`src/rtl/uart_pkg.sv`:
```
// uart_pkg: shared definitions for the UART receive/transmit engines.
//   - rx_state_t    : receiver FSM states
//   - UART_DATA_BITS, UART_TICKS_PER_BIT : default frame/oversampling constants
package uart_pkg;

  localparam int UART_DATA_BITS     = 8;
  localparam int UART_TICKS_PER_BIT = 16;

  typedef enum logic [2:0] {
    IDLE,
    START,
    DATA,
    STOP,
    BREAK
  } rx_state_t;

endpackage

```
`src/rtl/sync_2ff.sv`:
```
// sync_2ff: generic single-bit two-flop synchronizer for asynchronous inputs.
//   clk  in  : destination clock
//   rst  in  : asynchronous active-high reset; both flops load RESET_VAL
//   d    in  : asynchronous input
//   q    out : synchronized output (2 clk latency)
module sync_2ff #(
  parameter logic RESET_VAL = 1'b0
) (
  input  logic clk,
  input  logic rst,
  input  logic d,
  output logic q
);

  logic [1:0] sync_q;

  always_ff @(posedge clk or posedge rst) begin
    if (rst) sync_q <= {2{RESET_VAL}};
    else     sync_q <= {sync_q[0], d};
  end

  assign q = sync_q[1];

endmodule

```
`src/rtl/uart_rx.sv`:
```
// uart_rx: oversampling UART receive engine (LSB-first, one stop bit).
//   clk        in  : system clock
//   rst        in  : asynchronous active-high reset
//   rx         in  : serial line, asynchronous, idle high
//   baud_tick  in  : one-clk oversampling enable from the baud generator
//   rx_active  out : asks the baud generator to run its rx tick counter
//   data_out   out : last correctly framed word, held until the next one
//   data_valid out : one-clk strobe when data_out is updated
//   frame_err  out : one-clk strobe when the stop bit is sampled low
//   busy       out : high whenever the receiver is not idle
module uart_rx
  import uart_pkg::*;
#(
  parameter int DATA_BITS     = UART_DATA_BITS,
  parameter int TICKS_PER_BIT = UART_TICKS_PER_BIT
) (
  input  logic                 clk,
  input  logic                 rst,
  input  logic                 rx,
  input  logic                 baud_tick,
  output logic                 rx_active,
  output logic [DATA_BITS-1:0] data_out,
  output logic                 data_valid,
  output logic                 frame_err,
  output logic                 busy
);

  localparam int TW = $clog2(TICKS_PER_BIT);
  localparam int BW = $clog2(DATA_BITS + 1);

  localparam logic [TW-1:0] MID_TICK = TW'(TICKS_PER_BIT / 2 - 1);
  localparam logic [TW-1:0] END_TICK = TW'(TICKS_PER_BIT - 1);
  localparam logic [BW-1:0] LAST_BIT = BW'(DATA_BITS - 1);

  logic                 rxs;
  rx_state_t            state, state_nxt;
  logic [TW-1:0]        tick_cnt;
  logic [BW-1:0]        bit_cnt;
  logic [DATA_BITS-1:0] shreg;

  logic mid_hit, end_hit;
  logic bit_smp, load_data, raise_err;

  // Line idles high, so the synchronizer resets to 1 to avoid a fake start.
  sync_2ff #(.RESET_VAL(1'b1)) u_sync (
    .clk (clk),
    .rst (rst),
    .d   (rx),
    .q   (rxs)
  );

  assign mid_hit = baud_tick && (tick_cnt == MID_TICK);
  assign end_hit = baud_tick && (tick_cnt == END_TICK);

  // State register
  always_ff @(posedge clk or posedge rst) begin
    if (rst) state <= IDLE;
    else     state <= state_nxt;
  end

  // Next-state logic
  always_comb begin
    state_nxt = state;
    case (state)
      IDLE:    if (!rxs)   state_nxt = START;
      START:   if (mid_hit) state_nxt = rxs ? IDLE : DATA;
      DATA:    if (end_hit && (bit_cnt == LAST_BIT)) state_nxt = STOP;
      STOP:    if (end_hit) state_nxt = rxs ? IDLE : BREAK;
      BREAK:   if (rxs)    state_nxt = IDLE;
      default: state_nxt = IDLE;
    endcase
  end

  // FSM outputs and datapath controls
  always_comb begin
    rx_active = (state == START) || (state == DATA) || (state == STOP);
    busy      = (state != IDLE);
    bit_smp   = (state == DATA) && end_hit;
    load_data = (state == STOP) && end_hit &&  rxs;
    raise_err = (state == STOP) && end_hit && !rxs;
  end

  // Counters, shift register and strobes. Any state change clears both
  // counters, so a tick coinciding with a transition is not carried over.
  always_ff @(posedge clk or posedge rst) begin
    if (rst) begin
      tick_cnt   <= '0;
      bit_cnt    <= '0;
      shreg      <= '0;
      data_out   <= '0;
      data_valid <= 1'b0;
      frame_err  <= 1'b0;
    end else begin
      data_valid <= load_data;
      frame_err  <= raise_err;

      if (load_data) data_out <= shreg;

      // LSB arrives first: insert at MSB and shift right.
      if (bit_smp) shreg <= {rxs, shreg[DATA_BITS-1:1]};

      if ((state_nxt != state) || bit_smp) tick_cnt <= '0;
      else if (rx_active && baud_tick)     tick_cnt <= tick_cnt + TW'(1);

      if (state_nxt != state) bit_cnt <= '0;
      else if (bit_smp)       bit_cnt <= bit_cnt + BW'(1);
    end
  end

endmodule

```
`config.mk`:
```
export PLATFORM = sky130hd
export DESIGN_NAME = uart_rx
export DESIGN_NICKNAME = d
export VERILOG_FILES = /design/src/rtl/uart_pkg.sv /design/src/rtl/sync_2ff.sv /design/src/rtl/uart_rx.sv
export SDC_FILE = /design/constraint.sdc
export NUM_CORES = 1
export LEC_CHECK = 0
export CORE_ASPECT_RATIO = 1.1
export CORE_MARGIN = 3
export CORE_UTILIZATION = 54
export CTS_CLUSTER_SIZE = 25
export DETAILED_ROUTE_END_ITERATION = 7
export PLACE_DENSITY = 0.86
export SYNTH_ARGS = -nofsm -noshare
export SYNTH_HDL_FRONTEND = slang
export SYNTH_SLANG_ARGS = --single-unit
```
`constraint.sdc`:
```
create_clock -name clk -period 2 [get_ports clk]
set_clock_uncertainty 0.1 [all_clocks]
set_input_delay 0.4 -clock clk [delete_from_list [all_inputs] [get_ports clk]]
set_output_delay 0.4 -clock clk [all_outputs]
set_load 0.005 [all_outputs]
```
==> impl_results.md <==
* # hold bufs at CTS at 0
* Main synth FF type: dfrtp_1
* DP Wirelength at 1816 um
* Sw power at 0.0004790 W
* Crit-path max cell delay at 0.44 ns
* Area Growth Syn to Fin at 17.81%
* Slew @ Worst Pin at 0.5497 ns
* Core area at 0.002387 mm2
* ANT cells at 0
* Fmax achieved at 0.5105 GHz
* RD Place Congestion at 0.8670
* Top layer in use: met4
* Hold path start: u_sync.sync_q[0]
* Flop-to-flop setup slack at 0.10 ns
* Netlist cell types at 35
* Combinational Power Share at 23.9%
* TritonCTS clock tree: done
* Final Util at 70.39%
* Port bufs at 15
* Slowest cell on the critical path: dfrtp_1
* Max Cap Violations at 0
* # DRC at 0
* Ys Warns at 0
* Clk sinks at 31
* Tot GR Track Use at 20.00%
* Htree depth at 2
* Leak at 0.8115 nW
* Routed vias/inst at 5.639
* Metal-1 WL at 1084 um
* Initial antenna violation count at 0
* Power density cells at 883.7 mW/mm2
* Synth area leaders: dfrtp_1 51%, mux2_2 13%, dfstp_2 3.7%, nor2_1 3.2%, nand3_4 2.5%
* Setup repair after global routing missed its margin: false
* CP Capture Type: output port
* Height of the die at 59.90 um
* Clock latency on the worst-skew pair at 0.32 ns
* Max clock buf depth at 2
* CP required at 1.50 ns
* Final period util at 97.95%
* Total CTS buffers at 5
* Commonest cells post-synth: 29 x dfrtp_1, 16 x mux2_2, 12 x nor2_1
* Wirelength, routed at 2688 um
* Seq/Total Area, Yosys at 54.56%
* First-pass GRT wire length at 4554 um
* Share of layout cells above drive strength 1 at 28.78%
* Pre-antenna DRT Iters at 4
* Number of global-route vias before repair at 1,042
* Top delay family on crit path: flip-flops
* Crit. Startpoint: state[0]
* Die W at 55 um
* Row cnt at 18
* Die area at 0.003295 mm2
* Rel. slew slack at 62.85%
* CP arrival at 1.46 ns
* CP Launch Type: flip-flop
* Hold WC Path Type: reg2reg
* Syn avg cell area at 12.09 um2
* CTS root buffer: clkbuf_4
* Clock Pin Slew Worst Setup and Hold Paths at 0.10 ns
* Crit Path Max Fanout at 4
* Residual overflow from global routing at 0
* Async SR Flop Fraction at 100.0%
* DR iter-0 viols at 28
* Worst reg-to-reg path cell count at 5
* Top Ports at 16
* Status: finished, final reports clean
* Synth area leader: dfrtp_1
* FF-to-FF End: data_out[6]
* WHS Path Cells at 0
* Setup violators final at 0
* P_int at 0.001006 W
* Register share of total power at 51.2%
* #FFs+latches synth at 31
* Count leader, synth: dfrtp_1
* DR WL met2 at 1449 um
* Starting Density at 59.75%
* Top cell type's share of synthesized area at 50.88%
* Gate Count Post-Synth at 118
* Post-route ant nets at 0
* Area after DPL at 0.001610 mm2
* WP buf/inv at 1
* Sw Ratio at 32.26%
* Final Cell Area at 0.001680 mm2
* Maximum VDD drop at 0.6443 mV
* Critical-path cell list: or3_1, dlygate4sd2_1
* Hold Vio Cnt, Final at 0
* Largest net degree at the start of global routing at 32
* Mapped cell area at 0.001426 mm2
* Startpoint of the worst register-to-register path: tick_cnt[0]
* DR vias at 953
* Slew Viols, Final at 0
* Part of the power in the clock network at 24.9%
* Met3 routed WL at 112 um
* Post-synthesis net count at 124
* Hold Path End: u_sync.sync_q[1]
* DR WL/cell at 15.91 um
* CP Class: reg2out
* EDFF count, synth at 0
* Layout Nets at 145
* Final min period at 1.959 ns
[worst max-delay path by stage]
stage	to	slack [ns]	cells past startpoint
6_report	busy	0.04	2
5_1_grt	busy	0.02	2
4_1_cts	busy	0.06	2
3_5_place_dp	data_out[6]	-0.17	5
3_3_place_gp	data_out[4]	-0.12	5
2_1_floorplan	data_out[0]	0.20	6
[per-stage QoR]
| step | total power (W) | worst slack (ns) | hold WS, ns | std cells | TNS (ns) |
|---|---|---|---|---|---|
| after floorplan | 0.001012 | 0.1971 | 0.2452 | 118 | 0 |
| after global placement | 0.001084 | -0.1165 | 0.2461 | 161 | -1.039 |
| after detailed placement | 0.001103 | -0.1745 | 0.2468 | 161 | -1.563 |
| after CTS | 0.001487 | 0.06312 | 0.2590 | 169 | 0 |
| after global routing | 0.001577 | 0.02086 | 0.2690 | 169 | 0 |
| final | 0.001485 | 0.04104 | 0.2589 | 169 | 0 |
[cell type report]
class | count | area [um2]
inverters | 5 | 18.77
flip-flops and latches | 31 | 779.5
well taps | 30 | 37.54
fillers | 194 | 706.9
multi-input cells | 75 | 595.6
repair buffers | 21 | 192.7
clock inverters | 1 | 5.005
clock buffers | 6 | 51.30
[routing by layer]
layer  track usage, %  up-vias
met5                0        -
met4            10.76        0
met3            5.736        4
met2            34.29       20
met1            21.65      476
li1                 -      453
[registers in the layout, summed over array words and instances (netlist names)]
register and count:
state 3, u_sync.sync_q 2, shreg 8, bit_cnt 4, tick_cnt 4, frame_err 1
data_valid 1, data_out 8
[kinds of logic (layout without fill, tap and decap cells)]
| logic type | count (synthesis) | after routing | share of synthesized area, % |
|---|---|---|---|
| buffers and inverters | 12 | 33 | 4.211 |
| muxes | 18 | 18 | 14.03 |
| AOI/OAI and AO/OA | 15 | 15 | 7.105 |
| DFF | 31 | 31 | 54.56 |
| xor gates and xnor gates | 5 | 5 | 3.070 |
| adders and majority gates | 2 | 2 | 1.754 |
| and+or+nand+nor | 35 | 35 | 15.26 |
[layout by cell type, fill, tap and decap left out, types with 3 or more instances in the layout]
cell,count
nand2_1,3
nand4_1,3
clkdlybuf4s50_1,13
xor2_1,4
a21oi_1,3
mux2_2,16
buf_4,6
nor2_1,12
inv_1,5
o21ai_0,3
dfrtp_1,28
nand3_1,5
clkbuf_4,5
[what timing repair did]
item / CTS / global route
endpoints found under the setup margin: 2 / 1
buffers inserted: 1 / 0
gates resized for setup: 4 / 1
[power by group through the flow]
stage                     combinational, W  sequential, W  clock [W]
after global routing              0.000405       0.000767   0.000404
after detailed placement          0.000324       0.000779          0
after global placement            0.000309       0.000775          0
after floorplan                   0.000282       0.000730          0
after CTS                         0.000353       0.000757   0.000377
final                             0.000354       0.000761   0.000370
No activity file was read; power rests on OpenSTA's default activity.
